===== src/rtl/day10_pkg.sv =====
// rtl/day10_pkg.sv - ASCII tokens and parser state encoding for the day10 line parser.
package day10_pkg;

    localparam logic [7:0] CH_LBRACK = 8'h5B;
    localparam logic [7:0] CH_RBRACK = 8'h5D;
    localparam logic [7:0] CH_DOT    = 8'h2E;
    localparam logic [7:0] CH_HASH   = 8'h23;
    localparam logic [7:0] CH_LPAREN = 8'h28;
    localparam logic [7:0] CH_RPAREN = 8'h29;
    localparam logic [7:0] CH_COMMA  = 8'h2C;
    localparam logic [7:0] CH_LBRACE = 8'h7B;
    localparam logic [7:0] CH_NL     = 8'h0A;
    localparam logic [7:0] CH_CR     = 8'h0D;
    localparam logic [7:0] CH_SP     = 8'h20;
    localparam logic [7:0] CH_ZERO   = 8'h30;
    localparam logic [7:0] CH_NINE   = 8'h39;

    typedef enum logic [2:0] {
        S_IDLE,
        S_LINE_START,
        S_LIGHTS,
        S_SEP,
        S_BTN_NUM,
        S_SKIP,
        S_HOLD,
        S_ERROR
    } parse_state_t;

endpackage


===== src/rtl/axi_stream_if.sv =====
// rtl/axi_stream_if.sv - Byte stream with tdata/tvalid/tready/tlast handshake.
interface axi_stream_if #(
    parameter int DATA_WIDTH = 8
);
    logic [DATA_WIDTH-1:0] tdata;
    logic                  tvalid;
    logic                  tready;
    logic                  tlast;

    modport master (output tdata, output tvalid, output tlast, input tready);
    modport slave  (input tdata, input tvalid, input tlast, output tready);
endinterface


===== src/rtl/day10_input_if.sv =====
// rtl/day10_input_if.sv - One parsed machine record: lights, target pattern and button masks.
interface day10_input_if #(
    parameter int MAX_NUM_LIGHTS    = 10,
    parameter int MAX_NUM_BUTTONS   = 16,
    parameter int MAX_NUM_LIGHTS_W  = ($clog2(MAX_NUM_LIGHTS + 1) < 1) ? 1 : $clog2(MAX_NUM_LIGHTS + 1),
    parameter int MAX_NUM_BUTTONS_W = ($clog2(MAX_NUM_BUTTONS + 1) < 1) ? 1 : $clog2(MAX_NUM_BUTTONS + 1)
);
    logic [MAX_NUM_LIGHTS_W-1:0]                   num_lights;
    logic [MAX_NUM_BUTTONS_W-1:0]                  num_buttons;
    logic [MAX_NUM_LIGHTS-1:0]                     target_lights_arrangement;
    logic [MAX_NUM_BUTTONS-1:0][MAX_NUM_LIGHTS-1:0] buttons;

    modport producer (output num_lights, output num_buttons,
                      output target_lights_arrangement, output buttons);
    modport consumer (input num_lights, input num_buttons,
                      input target_lights_arrangement, input buttons);
endinterface


===== src/rtl/ascii_decimal_accum.sv =====
// rtl/ascii_decimal_accum.sv - Decimal digit accumulator, saturating at 31, with digit-seen flag.
module ascii_decimal_accum (
    input  logic       clk,
    input  logic       rst,
    input  logic       i_clear,
    input  logic       i_digit_strobe,
    input  logic [3:0] i_digit,
    output logic [4:0] o_value,
    output logic       o_digit_seen
);
    logic [4:0] r_value;
    logic       r_digit_seen;
    logic [8:0] w_next;

    // 31*10+9 fits in 9 bits, so the saturation compare sees the true value
    assign w_next = ({4'd0, r_value} * 9'd10) + {5'd0, i_digit};

    always_ff @(posedge clk or posedge rst) begin
        if (rst) begin
            r_value      <= 5'd0;
            r_digit_seen <= 1'b0;
        end else if (i_clear) begin
            r_value      <= 5'd0;
            r_digit_seen <= 1'b0;
        end else if (i_digit_strobe) begin
            r_value      <= (w_next > 9'd31) ? 5'd31 : w_next[4:0];
            r_digit_seen <= 1'b1;
        end
    end

    assign o_value      = r_value;
    assign o_digit_seen = r_digit_seen;
endmodule


===== src/rtl/day10_line_parser.sv =====
// rtl/day10_line_parser.sv - Parses one ASCII machine line per record into day10_input_if,
// holding the record until the consumer accepts it.
module day10_line_parser #(
    parameter int MAX_NUM_LIGHTS    = 10,
    parameter int MAX_NUM_BUTTONS   = 16,
    parameter int MAX_NUM_LIGHTS_W  = ($clog2(MAX_NUM_LIGHTS + 1) < 1) ? 1 : $clog2(MAX_NUM_LIGHTS + 1),
    parameter int MAX_NUM_BUTTONS_W = ($clog2(MAX_NUM_BUTTONS + 1) < 1) ? 1 : $clog2(MAX_NUM_BUTTONS + 1),
    parameter int AXI_DATA_WIDTH    = 8
) (
    input  logic            clk,
    input  logic            rst,
    axi_stream_if.slave     data_in,
    day10_input_if.producer day10_input,
    output logic            valid,
    input  logic            accepted,
    output logic            last,
    output logic            error
);
    import day10_pkg::*;

    localparam logic [MAX_NUM_LIGHTS_W-1:0]  LIGHTS_FULL  = MAX_NUM_LIGHTS_W'(MAX_NUM_LIGHTS);
    localparam logic [MAX_NUM_BUTTONS_W-1:0] BUTTONS_FULL = MAX_NUM_BUTTONS_W'(MAX_NUM_BUTTONS);

    parse_state_t                                  r_state;
    logic                                          r_tready;
    logic                                          r_valid;
    logic                                          r_last;
    logic                                          r_error;
    logic [MAX_NUM_LIGHTS_W-1:0]                   r_num_lights;
    logic [MAX_NUM_BUTTONS_W-1:0]                  r_num_buttons;
    logic [MAX_NUM_LIGHTS-1:0]                     r_target;
    logic [MAX_NUM_BUTTONS-1:0][MAX_NUM_LIGHTS-1:0] r_buttons;

    logic [AXI_DATA_WIDTH-1:0] w_byte;
    logic                      w_beat;
    logic                      w_is_ws;
    logic                      w_is_digit;
    logic                      w_is_sep;
    logic [4:0]                w_idx;
    logic                      w_idx_seen;
    logic                      w_idx_ok;
    logic                      w_acc_clear;
    logic                      w_acc_strobe;
    logic [MAX_NUM_LIGHTS-1:0] w_light_mask;
    logic [MAX_NUM_LIGHTS-1:0] w_idx_mask;
    logic                      w_fault;

    assign w_byte       = data_in.tdata;
    assign w_beat       = data_in.tvalid && r_tready;
    assign w_is_ws      = (w_byte == CH_SP) || (w_byte == CH_CR);
    assign w_is_digit   = (w_byte >= CH_ZERO) && (w_byte <= CH_NINE);
    assign w_is_sep     = (w_byte == CH_COMMA) || (w_byte == CH_RPAREN);
    assign w_idx_ok     = w_idx_seen && (32'(w_idx) < 32'(r_num_lights));
    assign w_light_mask = MAX_NUM_LIGHTS'(1) << r_num_lights;
    assign w_idx_mask   = MAX_NUM_LIGHTS'(1) << w_idx;
    assign w_acc_clear  = w_beat && (((r_state == S_SEP) && (w_byte == CH_LPAREN)) ||
                                     ((r_state == S_BTN_NUM) && (w_byte == CH_COMMA)));
    assign w_acc_strobe = w_beat && (r_state == S_BTN_NUM) && w_is_digit;

    ascii_decimal_accum u_idx_accum (
        .clk            (clk),
        .rst            (rst),
        .i_clear        (w_acc_clear),
        .i_digit_strobe (w_acc_strobe),
        .i_digit        (w_byte[3:0]),
        .o_value        (w_idx),
        .o_digit_seen   (w_idx_seen)
    );

    // Malformed-beat detection for the parse states; only meaningful when w_beat is high
    always_comb begin
        w_fault = 1'b0;
        if (data_in.tlast && (r_state != S_SKIP) && (r_state != S_LINE_START))
            w_fault = 1'b1;
        case (r_state)
            S_LINE_START: if (!(w_is_ws || w_byte == CH_NL || w_byte == CH_LBRACK)) w_fault = 1'b1;
            S_LIGHTS: begin
                if (w_byte == CH_DOT || w_byte == CH_HASH) begin
                    if (r_num_lights == LIGHTS_FULL) w_fault = 1'b1;
                end else if (w_byte == CH_RBRACK) begin
                    if (r_num_lights == '0) w_fault = 1'b1;
                end else begin
                    w_fault = 1'b1;
                end
            end
            S_SEP: begin
                if (w_byte == CH_LPAREN) begin
                    if (r_num_buttons == BUTTONS_FULL) w_fault = 1'b1;
                end else if (!(w_is_ws || w_byte == CH_LBRACE)) begin
                    w_fault = 1'b1;
                end
            end
            S_BTN_NUM: begin
                if (w_is_sep) begin
                    if (!w_idx_ok) w_fault = 1'b1;
                end else if (!w_is_digit) begin
                    w_fault = 1'b1;
                end
            end
            default: ;
        endcase
    end

    always_ff @(posedge clk or posedge rst) begin
        if (rst) begin
            r_state       <= S_IDLE;
            r_tready      <= 1'b0;
            r_valid       <= 1'b0;
            r_last        <= 1'b0;
            r_error       <= 1'b0;
            r_num_lights  <= '0;
            r_num_buttons <= '0;
            r_target      <= '0;
            r_buttons     <= '0;
        end else begin
            case (r_state)
                S_IDLE: begin
                    r_tready <= 1'b1;
                    r_state  <= S_LINE_START;
                end
                S_HOLD: begin
                    if (accepted) begin
                        r_valid  <= 1'b0;
                        r_last   <= 1'b0;
                        r_tready <= 1'b1;
                        r_state  <= S_LINE_START;
                    end
                end
                S_ERROR: r_error <= 1'b1;
                default: begin
                    if (w_beat) begin
                        if (w_fault) begin
                            r_state <= S_ERROR;
                            r_error <= 1'b1;
                        end else begin
                            case (r_state)
                                S_LINE_START: begin
                                    if (w_byte == CH_LBRACK) begin
                                        r_num_lights  <= '0;
                                        r_num_buttons <= '0;
                                        r_target      <= '0;
                                        r_buttons     <= '0;
                                        r_state       <= S_LIGHTS;
                                    end
                                end
                                S_LIGHTS: begin
                                    if (w_byte == CH_RBRACK) begin
                                        r_state <= S_SEP;
                                    end else begin
                                        if (w_byte == CH_HASH) r_target <= r_target | w_light_mask;
                                        r_num_lights <= r_num_lights + MAX_NUM_LIGHTS_W'(1);
                                    end
                                end
                                S_SEP: begin
                                    if (w_byte == CH_LPAREN)      r_state <= S_BTN_NUM;
                                    else if (w_byte == CH_LBRACE) r_state <= S_SKIP;
                                end
                                S_BTN_NUM: begin
                                    if (w_is_sep) begin
                                        for (int b = 0; b < MAX_NUM_BUTTONS; b++) begin
                                            if (r_num_buttons == MAX_NUM_BUTTONS_W'(b))
                                                r_buttons[b] <= r_buttons[b] | w_idx_mask;
                                        end
                                        if (w_byte == CH_RPAREN) begin
                                            r_num_buttons <= r_num_buttons + MAX_NUM_BUTTONS_W'(1);
                                            r_state       <= S_SEP;
                                        end
                                    end
                                end
                                S_SKIP: begin
                                    if (w_byte == CH_NL || data_in.tlast) begin
                                        r_valid  <= 1'b1;
                                        r_last   <= data_in.tlast;
                                        r_tready <= 1'b0;
                                        r_state  <= S_HOLD;
                                    end
                                end
                                default: ;
                            endcase
                        end
                    end
                end
            endcase
        end
    end

    assign data_in.tready                        = r_tready;
    assign valid                                 = r_valid;
    assign last                                  = r_last;
    assign error                                 = r_error;
    assign day10_input.num_lights                = r_num_lights;
    assign day10_input.num_buttons               = r_num_buttons;
    assign day10_input.target_lights_arrangement = r_target;
    assign day10_input.buttons                   = r_buttons;
endmodule


===== src/flat_wrapper.sv =====
// flat-port wrapper written by rule: the top's interface ports become plain ports
module day10_line_parser_flat import day10_pkg::*;
#(
    parameter int MAX_NUM_LIGHTS    = 10,
    parameter int MAX_NUM_BUTTONS   = 16,
    parameter int MAX_NUM_LIGHTS_W  = ($clog2(MAX_NUM_LIGHTS + 1) < 1) ? 1 : $clog2(MAX_NUM_LIGHTS + 1),
    parameter int MAX_NUM_BUTTONS_W = ($clog2(MAX_NUM_BUTTONS + 1) < 1) ? 1 : $clog2(MAX_NUM_BUTTONS + 1),
    parameter int AXI_DATA_WIDTH    = 8
)
  (clk, rst, valid, accepted, last, error, data_in_tdata, data_in_tvalid, data_in_tlast, data_in_tready, day10_input_num_lights, day10_input_num_buttons, day10_input_target_lights_arrangement, day10_input_buttons);
  axi_stream_if #(.DATA_WIDTH(8)) data_in_i ();
  day10_input_if #(.MAX_NUM_LIGHTS(MAX_NUM_LIGHTS), .MAX_NUM_BUTTONS(MAX_NUM_BUTTONS), .MAX_NUM_LIGHTS_W(MAX_NUM_LIGHTS_W), .MAX_NUM_BUTTONS_W(MAX_NUM_BUTTONS_W)) day10_input_i ();
  input  logic clk;
  input  logic rst;
  output logic valid;
  input  logic accepted;
  output logic last;
  output logic error;
  input wire logic [$bits(data_in_i.tdata)-1:0] data_in_tdata;
  input wire logic [$bits(data_in_i.tvalid)-1:0] data_in_tvalid;
  input wire logic [$bits(data_in_i.tlast)-1:0] data_in_tlast;
  output wire logic [$bits(data_in_i.tready)-1:0] data_in_tready;
  output wire logic [$bits(day10_input_i.num_lights)-1:0] day10_input_num_lights;
  output wire logic [$bits(day10_input_i.num_buttons)-1:0] day10_input_num_buttons;
  output wire logic [$bits(day10_input_i.target_lights_arrangement)-1:0] day10_input_target_lights_arrangement;
  output wire logic [$bits(day10_input_i.buttons)-1:0] day10_input_buttons;
  assign data_in_i.tdata = data_in_tdata;
  assign data_in_i.tvalid = data_in_tvalid;
  assign data_in_i.tlast = data_in_tlast;
  assign data_in_tready = data_in_i.tready;
  assign day10_input_num_lights = day10_input_i.num_lights;
  assign day10_input_num_buttons = day10_input_i.num_buttons;
  assign day10_input_target_lights_arrangement = day10_input_i.target_lights_arrangement;
  assign day10_input_buttons = day10_input_i.buttons;
  day10_line_parser #(.MAX_NUM_LIGHTS(MAX_NUM_LIGHTS), .MAX_NUM_BUTTONS(MAX_NUM_BUTTONS), .MAX_NUM_LIGHTS_W(MAX_NUM_LIGHTS_W), .MAX_NUM_BUTTONS_W(MAX_NUM_BUTTONS_W), .AXI_DATA_WIDTH(AXI_DATA_WIDTH)) u_core (.clk(clk), .rst(rst), .data_in(data_in_i), .day10_input(day10_input_i), .valid(valid), .accepted(accepted), .last(last), .error(error));
endmodule

===== config.mk =====
export PLATFORM = sky130hd
export DESIGN_NAME = day10_line_parser_flat
export DESIGN_NICKNAME = d
export VERILOG_FILES = /design/src/rtl/day10_pkg.sv /design/src/rtl/axi_stream_if.sv /design/src/rtl/day10_input_if.sv /design/src/rtl/ascii_decimal_accum.sv /design/src/rtl/day10_line_parser.sv /design/src/flat_wrapper.sv
export SDC_FILE = /design/constraint.sdc
export NUM_CORES = 1
export LEC_CHECK = 0
export ABC_AREA = 1
export CELL_PAD_IN_SITES_DETAIL_PLACEMENT = 0
export CELL_PAD_IN_SITES_GLOBAL_PLACEMENT = 1
export CORE_AREA = 5 5 158 160
export CTS_BUF_LIST = sky130_fd_sc_hd__clkbuf_8 sky130_fd_sc_hd__clkbuf_16
export DETAILED_ROUTE_END_ITERATION = 16
export DIE_AREA = 0 0 163 165
export PLACE_DENSITY_LB_ADDON = 0.1
export SYNTH_ARGS = -nofsm -noshare
export SYNTH_HDL_FRONTEND = slang
export SYNTH_SLANG_ARGS = --single-unit

===== constraint.sdc =====
create_clock -name clk -period 10.87 [get_ports clk]
set_clock_uncertainty 0.2 [all_clocks]
set_input_delay 2.174 -clock clk [delete_from_list [all_inputs] [get_ports clk]]
set_output_delay 2.174 -clock clk [all_outputs]
set_load 0.05 [all_outputs]

Word-level counts from Yosys, hierarchy flattened

Index checks and enable logic that the tools add are counted.

Equal/unequal tests: 67
Multiply operators: 1
Add/subtract/negate cells: 3
Mux-type cells: 80
Reduce and logical (&&, ||, !) cells: 59
Bitwise logic cells: 22
$lt $le $gt $ge: 4
Shift operators: 2

Operators with widths:

| kind                                                   | number |
|---|---|
| two-way mux 160 bit                                    | 2 |
| one-hot mux 160 bit (2 select lines)                   | 1 |
| two-way mux 10 bit                                     | 19 |
| OR 10 bit                                              | 17 |
| AND reduction 7 bit                                    | 18 |
| == test 8 x 6 -> 1 bit (second input constant)         | 6 |
| == test 5 x 4 -> 1 bit (second input constant)         | 8 |
| inequality test 2 bit (second input constant)          | 20 |
| two-way mux 1 bit                                      | 30 |
| two-way mux 3 bit                                      | 10 |
| two-way mux 5 bit                                      | 6 |
| == test 8 x 7 -> 1 bit (second input constant)         | 3 |
| == test 5 x 3 -> 1 bit (second input constant)         | 4 |
| one-hot mux 10 bit (2 select lines)                    | 1 |
| AND reduction 6 bit                                    | 3 |
| == test 8 x 4 -> 1 bit (second input constant)         | 2 |
| nonzero test 2 bit                                     | 8 |
| one-hot mux 3 bit (5 select lines)                     | 1 |
| == test 3 bit (second input constant)                  | 4 |
| == test 5 x 2 -> 1 bit (second input constant)         | 2 |
| logical AND 1 bit                                      | 10 |
| inequality test 5 x 1 -> 1 bit (second input constant) | 2 |
| inequality test 5 x 3 -> 1 bit (second input constant) | 2 |
| one-hot mux 5 bit (2 select lines)                     | 1 |
| 37 further kinds                                       | 58 |

Bits in registers: 192
Output and inout bits: 183
Word-level logic and storage cells: 264
Input port bits: 13

Depth between registers and ports, before layout

Gate-level depths: netlist of the first run.

Depth in word-level cells: 11
Gate-level depth with buffers: 17
Gate-level depth less buffers: 15

By module

A second synthesis of the first run with hierarchy kept.

Cell total of the unflattened synthesis: 1559
Area, all modules: 11547.3 µm²

By module, submodules not included:

| module              | cells an instance | instances | sequential area each (µm²) | area an instance (µm²) |
|---|---|---|---|---|
| day10_line_parser   | 1487              | 1         | 4654.5                     | 10986.8 |
| ascii_decimal_accum | 72                | 1         | 150.1                      | 560.5 |

Worst setup path before layout of the first run

No wires, ideal clock.

Path kind: input to register
From: input data_in_tdata[7]
To: register u_core.r_buttons, in the netlist u_core.day10_input.buttons[100]
Stages on the path: 14
Slack: 7.052 ns
Arrival: 3.540 ns
Buffers on the path: 2
Path through: inv_1 -> nand2_1 -> nor2_2 -> nand2_1 -> and2_1 -> nand2_1 -> nand2_1 -> inv_2 -> nand3_4 -> nor2_8 -> buf_8 -> buf_4 -> nand3_1 -> a21oi_1

Cells in the longest elaborated chain, start to end: 8
Elaborated cells on any way between the ends: 32
Those cells by class: order compare (2); eq/ne (13); mux (8); bitwise (1); reduce/logical (8)

Ends and longest elaborated chain:

| element                                                              | line                     | source |
|---|---|---|
| start: declaration                                                   | flat_wrapper.sv:19       | `input wire logic [$bits(data_in_i.tdata)-1:0] data_in_tdata;` |
| branches (longest 7 deep; another with >= comparator 8 x 6 -> 1 bit) | --                       |  |
| AND reduction 7 bit (no line) (*)                                    | --                       |  |
| end signal: indexed assignment                                       | day10_line_parser.sv:162 | `r_buttons[b] <= r_buttons[b] \| w_idx_mask;` |
| end: declaration                                                     | day10_line_parser.sv:32  | `logic [MAX_NUM_BUTTONS-1:0][MAX_NUM_LIGHTS-1:0] r_buttons;` |

Mark *: on every way between the ends.
A chain may end at the register's enable or synchronous reset.

Worst setup path after layout of the first run

From: input data_in_tdata[7]
To: register u_core.r_buttons, in the netlist u_core.day10_input.buttons[96]

Same word-level chain as after synthesis.

==> flow_metrics.py, run 1 <==
metrics = {
    "route": {
        "vias_per_cell": 4.97,
        "dr_total_vias": 8116,
        "wl_met3_mm": 1.90,
        "highest_layer": "met4",
        "postRouteAntennaNets": 0,
        "drc": 0,
        "drtPass1Iterations": 4,
        "totalWireLength_mm": 29.0,
        "wl_per_cell_um": 17.7,
        "drt_iter0_markers": 670,
        "wl_met2_mm": 12.7,
        "wl_met1_mm": 14.1,
    },
    "logic_synthesis": {
        "synth-seq-cells": 192,
        "synth_edf_count": 0,
        "synthTopCellsByCount": "inv_1, dfrtp_1, nand3_1, a21oi_1, nand2_1",
        "synth_nets": 1172,
        "synth_cell_types": 37,
        "yosys-top-cells-area": "dfrtp_1, nand3_1, a21oi_1, inv_1, nand2_1",
        "synth_area_leader_cell": "dfrtp_1",
        "yosys.area.top_type_share": 0.507,
        "synthFlopType": "dfrtp_1",
        "ys_warn_count": 0,
        "syn_inst": 1134,
        "yosysMostFrequentCell": "inv_1",
        "async_reset_ff_frac": 1.00,
        "syn_avg_cell_area_um2": 8.35,
        "synth_seq_area_share": 0.507,
        "synth_area_mm2": 0.00947,
    },
    "cells_and_area": {
        "drive_gt1_frac": 0.0631,
        "antenna_cells": 0,
        "area_growth_syn_to_layout_pct": 28.5,
        "nNetsFinal": 1340,
    },
    "hold_path": {
        "hold_path_end": "u_core.error",
        "hold_class": "reg2reg",
        "hp-start": "u_core.error",
        "hold_depth": 1,
    },
    "setup_path": {
        "reg2regPathDepth": 14,
        "cp.arrival_ns": 5.72,
        "r2r_slack_ns": 6.59,
        "worstPathMaxFanout": 106,
        "reg2reg_from": "u_core.day10_input.num_lights[3]",
        "crit_type": "in2reg",
        "endpoint_kind": "register",
        "startpoint_type": "primary input",
        "required_ns": 11.03,
        "rr_endpoint": "u_core.day10_input.buttons[96]",
    },
    "global_routing": {
        "grt_overflow_total": 0,
        "antenna_found_initial": 0,
        "grt_use_total": 0.216,
        "grt_max_degree": 127,
        "grt_pass1_vias": 7694,
        "grt_pass1_wl_mm": 45.0,
    },
    "clocking": {
        "cts_made_buffers": 17,
        "worstSkewPairLatency_ns": 0.44,
        "cts_resized": 0,
        "cts.htree.levels": 4,
        "ctsHoldBuffers": 0,
        "postCtsSetupRepairBufs": 0,
        "cts_num_sinks": 192,
        "clkTransAtPathRegs_ns": 0.08,
        "cts-root-buf": "clkbuf_16",
        "cts_tree": "yes",
        "ctsLongestPathBuffers": 2,
    },
    "timing": {
        "setup_violations": 0,
        "fin_crit_sh": 0.511,
        "fin_hold_ws_ns": 0.284,
        "fin_setup_tns_ns": 0,
        "fin_crit_ns": 5.56,
        "finalMaxSlewViolations": 0,
        "fmax_ghz": 0.180,
        "worstMarginPinSlew_ns": 1.17,
        "hold_viol": 0,
        "relSlewSlack": 0.220,
        "rsz0062_at_grt": "no",
    },
    "floorplanning": {
        "num_io_pins": 196,
        "coreArea_mm2": 0.0233,
        "die_area_mm2": 0.0269,
        "die_h_um": 165,
        "start_util": 0.407,
        "num_rows": 56,
        "die_x_um": 163,
    },
    "job": {
        "maxCapViolations": 0,
    },
    "power": {
        "peakVddDrop_mv": 0.226,
        "p_leak_nw": 5.83,
        "power.density_mw_per_mm2": 210,
    },
    "placed_design": {
        "dp_hpwl_mm": 19.2,
        "place.gp.congestion": 0.854,
        "io_buffers": 195,
    },
    "run_status": {
        "outcome": "finished, final reports clean",
    },
}
## cells in the final DEF (no fill, tap or decap), types with 2 or more instances in the layout
cell type        count
inv_1              231
clkdlybuf4s50_1    195
nand3_1            192
dfrtp_1            192
a21oi_1            188
nand2_1             92
nor2_1              53
ha_1                23
o21ai_0             19
clkbuf_16           17
nand4_1             15
nor2_2              14
nor3_1              11
inv_2                9
nor2_4               9
a21oi_2              6
inv_8                5
clkinv_4             5
o21ai_1              4
buf_4                4
o211ai_1             3
clkinv_8             3
nand2_2              2
or2_2                2
o22ai_1              2
xnor2_1              2
xor2_1               2
fa_1                 2
## logic make-up after synthesis
| family | after synthesis | synth area share |
|---|---|---|
| compound gates | 226 | 0.125 |
| xor+xnor | 4 | 0.00370 |
| fa+ha+maj | 25 | 0.0346 |
| buf+inv | 292 | 0.128 |
| flops | 192 | 0.507 |
| simple gates | 395 | 0.201 |
## routing by layer
layer | track usage | vias up
met3 | 0.0474 | 20
met2 | 0.319 | 229
li1 | - | 3987
met1 | 0.327 | 3880
met5 | 0 | -
met4 | 0.0408 | 0
## stage by stage
stage	instance area (um2)	cells	total power [W]	setup slack [ns]	utilization
6_report	12200	1634	0.00256	5.31	0.523
5_1_grt	12200	1634	0.00272	5.00	0.523
4_1_cts	12200	1634	0.00258	5.38	0.523
3_5_place_dp	11600	1602	0.00194	4.93	0.498
3_3_place_gp	11600	1602	0.00194	4.98	0.498
2_1_floorplan	9470	1134	0.00174	3.27	-
## registers in the layout, indices dropped and copies added, names as in the netlist, 3 cells and up
| register | cells |
|---|---|
| u_core.day10_input.num_lights | 4 |
| u_core.day10_input.num_buttons | 5 |
| u_core.day10_input.buttons | 160 |
| u_core.day10_input.target_lights_arrangement | 10 |
| u_core.r_state | 3 |
| u_core.u_idx_accum.o_value | 5 |
## worst max-delay path by stage
stage | startpoint | end | slack [ns] | cells past startpoint
final | data_in_tdata[7] | u_core.day10_input.buttons[96] | 5.31 | 13
after global routing | data_in_tdata[7] | u_core.day10_input.buttons[96] | 5.00 | 13
after CTS | data_in_tdata[2] | u_core.day10_input.buttons[61] | 5.38 | 15
after detailed placement | data_in_tdata[2] | u_core.day10_input.buttons[106] | 4.93 | 15
after global placement | data_in_tdata[2] | u_core.day10_input.buttons[97] | 4.98 | 15
after floorplan | rst | u_core.data_in.tready | 3.27 | 1
## power by group
group	total, W	switching [W]	leakage, nW	internal [W]
clock network	0.000633	0.000323	0.292	0.000310
registers	0.000851	0.0000653	1.80	0.000785
logic	0.00108	0.000795	3.74	0.000284
## worst max-delay path: stages
cell,delay [ns]
clkdlybuf4s50_1,0.45
inv_1,0.09
nand2_1,0.11
nor2_2,0.23
nand2_1,0.14
nand2_1,0.09
nand3_1,0.07
nand3_1,0.15
nand3_4,0.14
nor2_8,0.68
buf_4,0.93
nand3_1,0.17
a21oi_1,0.19
## cell type report
type / instances / area, um2
Fill cell: 2275 / 11100
Sequential cell: 192 / 4800
Multi-Input combinational cell: 650 / 3480
Timing Repair Buffer: 199 / 1980
Inverter: 242 / 918
Clock buffer: 17 / 425
Tap cell: 319 / 399
Clock inverter: 15 / 166
No activity file was read; power rests on OpenSTA's default activity.
==> run 2: changes to the inputs <==
--- a/config.mk
+++ b/config.mk
@@ -8,10 +8,10 @@
 export ABC_AREA = 1
 export CELL_PAD_IN_SITES_DETAIL_PLACEMENT = 0
 export CELL_PAD_IN_SITES_GLOBAL_PLACEMENT = 1
-export CORE_AREA = 5 5 158 160
+export CORE_AREA = 5 5 164 166
 export CTS_BUF_LIST = sky130_fd_sc_hd__clkbuf_8 sky130_fd_sc_hd__clkbuf_16
 export DETAILED_ROUTE_END_ITERATION = 16
-export DIE_AREA = 0 0 163 165
+export DIE_AREA = 0 0 169 171
 export PLACE_DENSITY_LB_ADDON = 0.1
 export SYNTH_ARGS = -nofsm -noshare
 export SYNTH_HDL_FRONTEND = slang
==> constraint.sdc (replaced) <==
create_clock -name clk -period 5.2 [get_ports clk]
set_clock_uncertainty 0.2 [all_clocks]
set_input_delay 1.04 -clock clk [delete_from_list [all_inputs] [get_ports clk]]
set_output_delay 1.04 -clock clk [all_outputs]
set_load 0.05 [all_outputs]
==> flow_metrics.py, run 2 (synthesis results as in run 1) <==
metrics = {
    "floorplanning": {
        "num_rows": 59,
        "coreArea_mm2": 0.0255,
        "num_io_pins": 196,
        "die_area_mm2": 0.0289,
        "start_util": 0.372,
        "die_x_um": 169,
        "die_h_um": 171,
    },
    "timing": {
        "worstMarginPinSlew_ns": 1.15,
        "relSlewSlack": 0.234,
        "setup_violations": 0,
        "finalMaxSlewViolations": 0,
        "rsz0062_at_grt": "no",
        "hold_viol": 0,
        "fin_crit_ns": 3.47,
        "fin_crit_sh": 0.667,
        "fmax_ghz": 0.288,
        "setup_slack_ns": 1.73,
        "fin_setup_tns_ns": 0,
    },
    "route": {
        "totalWireLength_mm": 29.6,
        "wl_per_cell_um": 17.9,
        "dr_total_vias": 8157,
        "drt_iter0_markers": 764,
        "drc": 0,
        "drtPass1Iterations": 5,
        "postRouteAntennaNets": 0,
        "vias_per_cell": 4.92,
    },
    "run_status": {
        "outcome": "finished, final reports clean",
    },
    "global_routing": {
        "grt_pass1_wl_mm": 46.8,
        "grt_max_degree": 108,
        "grt_use_total": 0.207,
        "grt_overflow_total": 0,
        "antenna_found_initial": 0,
        "grt_pass1_vias": 8011,
    },
    "clocking": {
        "cts_resized": 0,
        "cts_num_sinks": 192,
        "cts.htree.levels": 4,
        "ctsLongestPathBuffers": 2,
        "worstSkewPairLatency_ns": 0.43,
        "cts_tree": "yes",
        "clkTransAtPathRegs_ns": 0.08,
        "cts-root-buf": "clkbuf_16",
        "postCtsSetupRepairBufs": 0,
        "ctsHoldBuffers": 0,
        "cts_made_buffers": 17,
    },
    "hold_path": {
        "hold_class": "reg2reg",
    },
    "setup_path": {
        "endpoint_kind": "register",
        "worstPathMaxFanout": 16,
        "crit_type": "in2reg",
        "required_ns": 5.35,
        "startpoint_type": "primary input",
        "cp.arrival_ns": 3.62,
    },
    "cells_and_area": {
        "largest_reg_flops": 160,
        "layout_common_cells": "inv_1, clkdlybuf4s50_1, nand3_1, dfrtp_1, a21oi_1",
        "nFillCells": 2543,
        "drive_gt1_frac": 0.0688,
        "nNetsFinal": 1347,
        "antenna_cells": 0,
        "area_growth_syn_to_layout_pct": 30.2,
        "final_common_cell": "inv_1",
    },
    "placed_design": {
        "pre_cts_slack_ns": 1.29,
        "place.gp.congestion": 0.815,
        "dp_hpwl_mm": 19.9,
        "io_buffers": 195,
    },
    "power": {
        "p_leak_nw": 5.89,
        "power.density_mw_per_mm2": 444,
        "peakVddDrop_mv": 0.502,
    },
    "job": {
        "maxCapViolations": 0,
    },
}
-- run 2: worst paths after layout --
check	startpoint	end	slack, ns	cells after the start
worst min register to register	u_core.error	u_core.error	0.29	1
worst max register to register	u_core.r_state[0]	u_core.day10_input.buttons[7]	1.85	11
worst max-delay path	data_in_tdata[3]	u_core.day10_input.buttons[7]	1.73	11
min in group asynchronous	rst	u_core.day10_input.target_lights_arrangement[6]	0.89	2
max in group asynchronous	rst	u_core.day10_input.buttons[62]	2.97	3
worst min-delay path	u_core.error	u_core.error	0.29	1
-- run 2: area by class of cell --
type	instances	area (um2)	share of cell area
clock inverters	14	180	0.0146
repair buffers	206	2100	0.170
inverters	242	915	0.0742
multi-input cells	650	3480	0.282
flip-flops and latches	192	4800	0.390
well taps	335	419	0.0340
clock buffers	18	439	0.0356
-- run 2: layer usage --
| layer | up-vias | global-route usage | routed length (um) |
|---|---|---|---|
| met5 | - | 0 | 0 |
| met1 | 3908 | 0.299 | 14400 |
| li1 | 4004 | - | - |
| met4 | 0 | 0.0487 | 358 |
| met3 | 24 | 0.0434 | 1700 |
| met2 | 221 | 0.320 | 13200 |
-- run 2: metrics by stage --
step / instance area (um2) / hold slack, ns / util / std cells / power [W]
6_report: 12300 / 0.289 / 0.484 / 1657 / 0.00547
5_1_grt: 12300 / 0.319 / 0.484 / 1657 / 0.00582
4_1_cts: 12300 / 0.304 / 0.484 / 1657 / 0.00553
3_5_place_dp: 11700 / 0.275 / 0.460 / 1625 / 0.00416
3_3_place_gp: 11700 / 0.269 / 0.460 / 1625 / 0.00415
2_1_floorplan: 9470 / 0.305 / - / 1134 / 0.00364
-- run 2: critical path, cell delays in order --
cell	delay [ns]
clkdlybuf4s50_1	0.61
nand2_1	0.18
nor2_2	0.13
nand2_1	0.10
clkinv_1	0.05
nand3_1	0.15
nand2_2	0.17
nand2_4	0.23
a21oi_2	0.61
nand3_1	0.15
a21oi_1	0.17
-- run 2: power by group --
group          switching [W]  leakage (nW)  internal, W
logic                0.00169          3.80     0.000653
registers           0.000134          1.80      0.00164
clock network       0.000684         0.300     0.000671
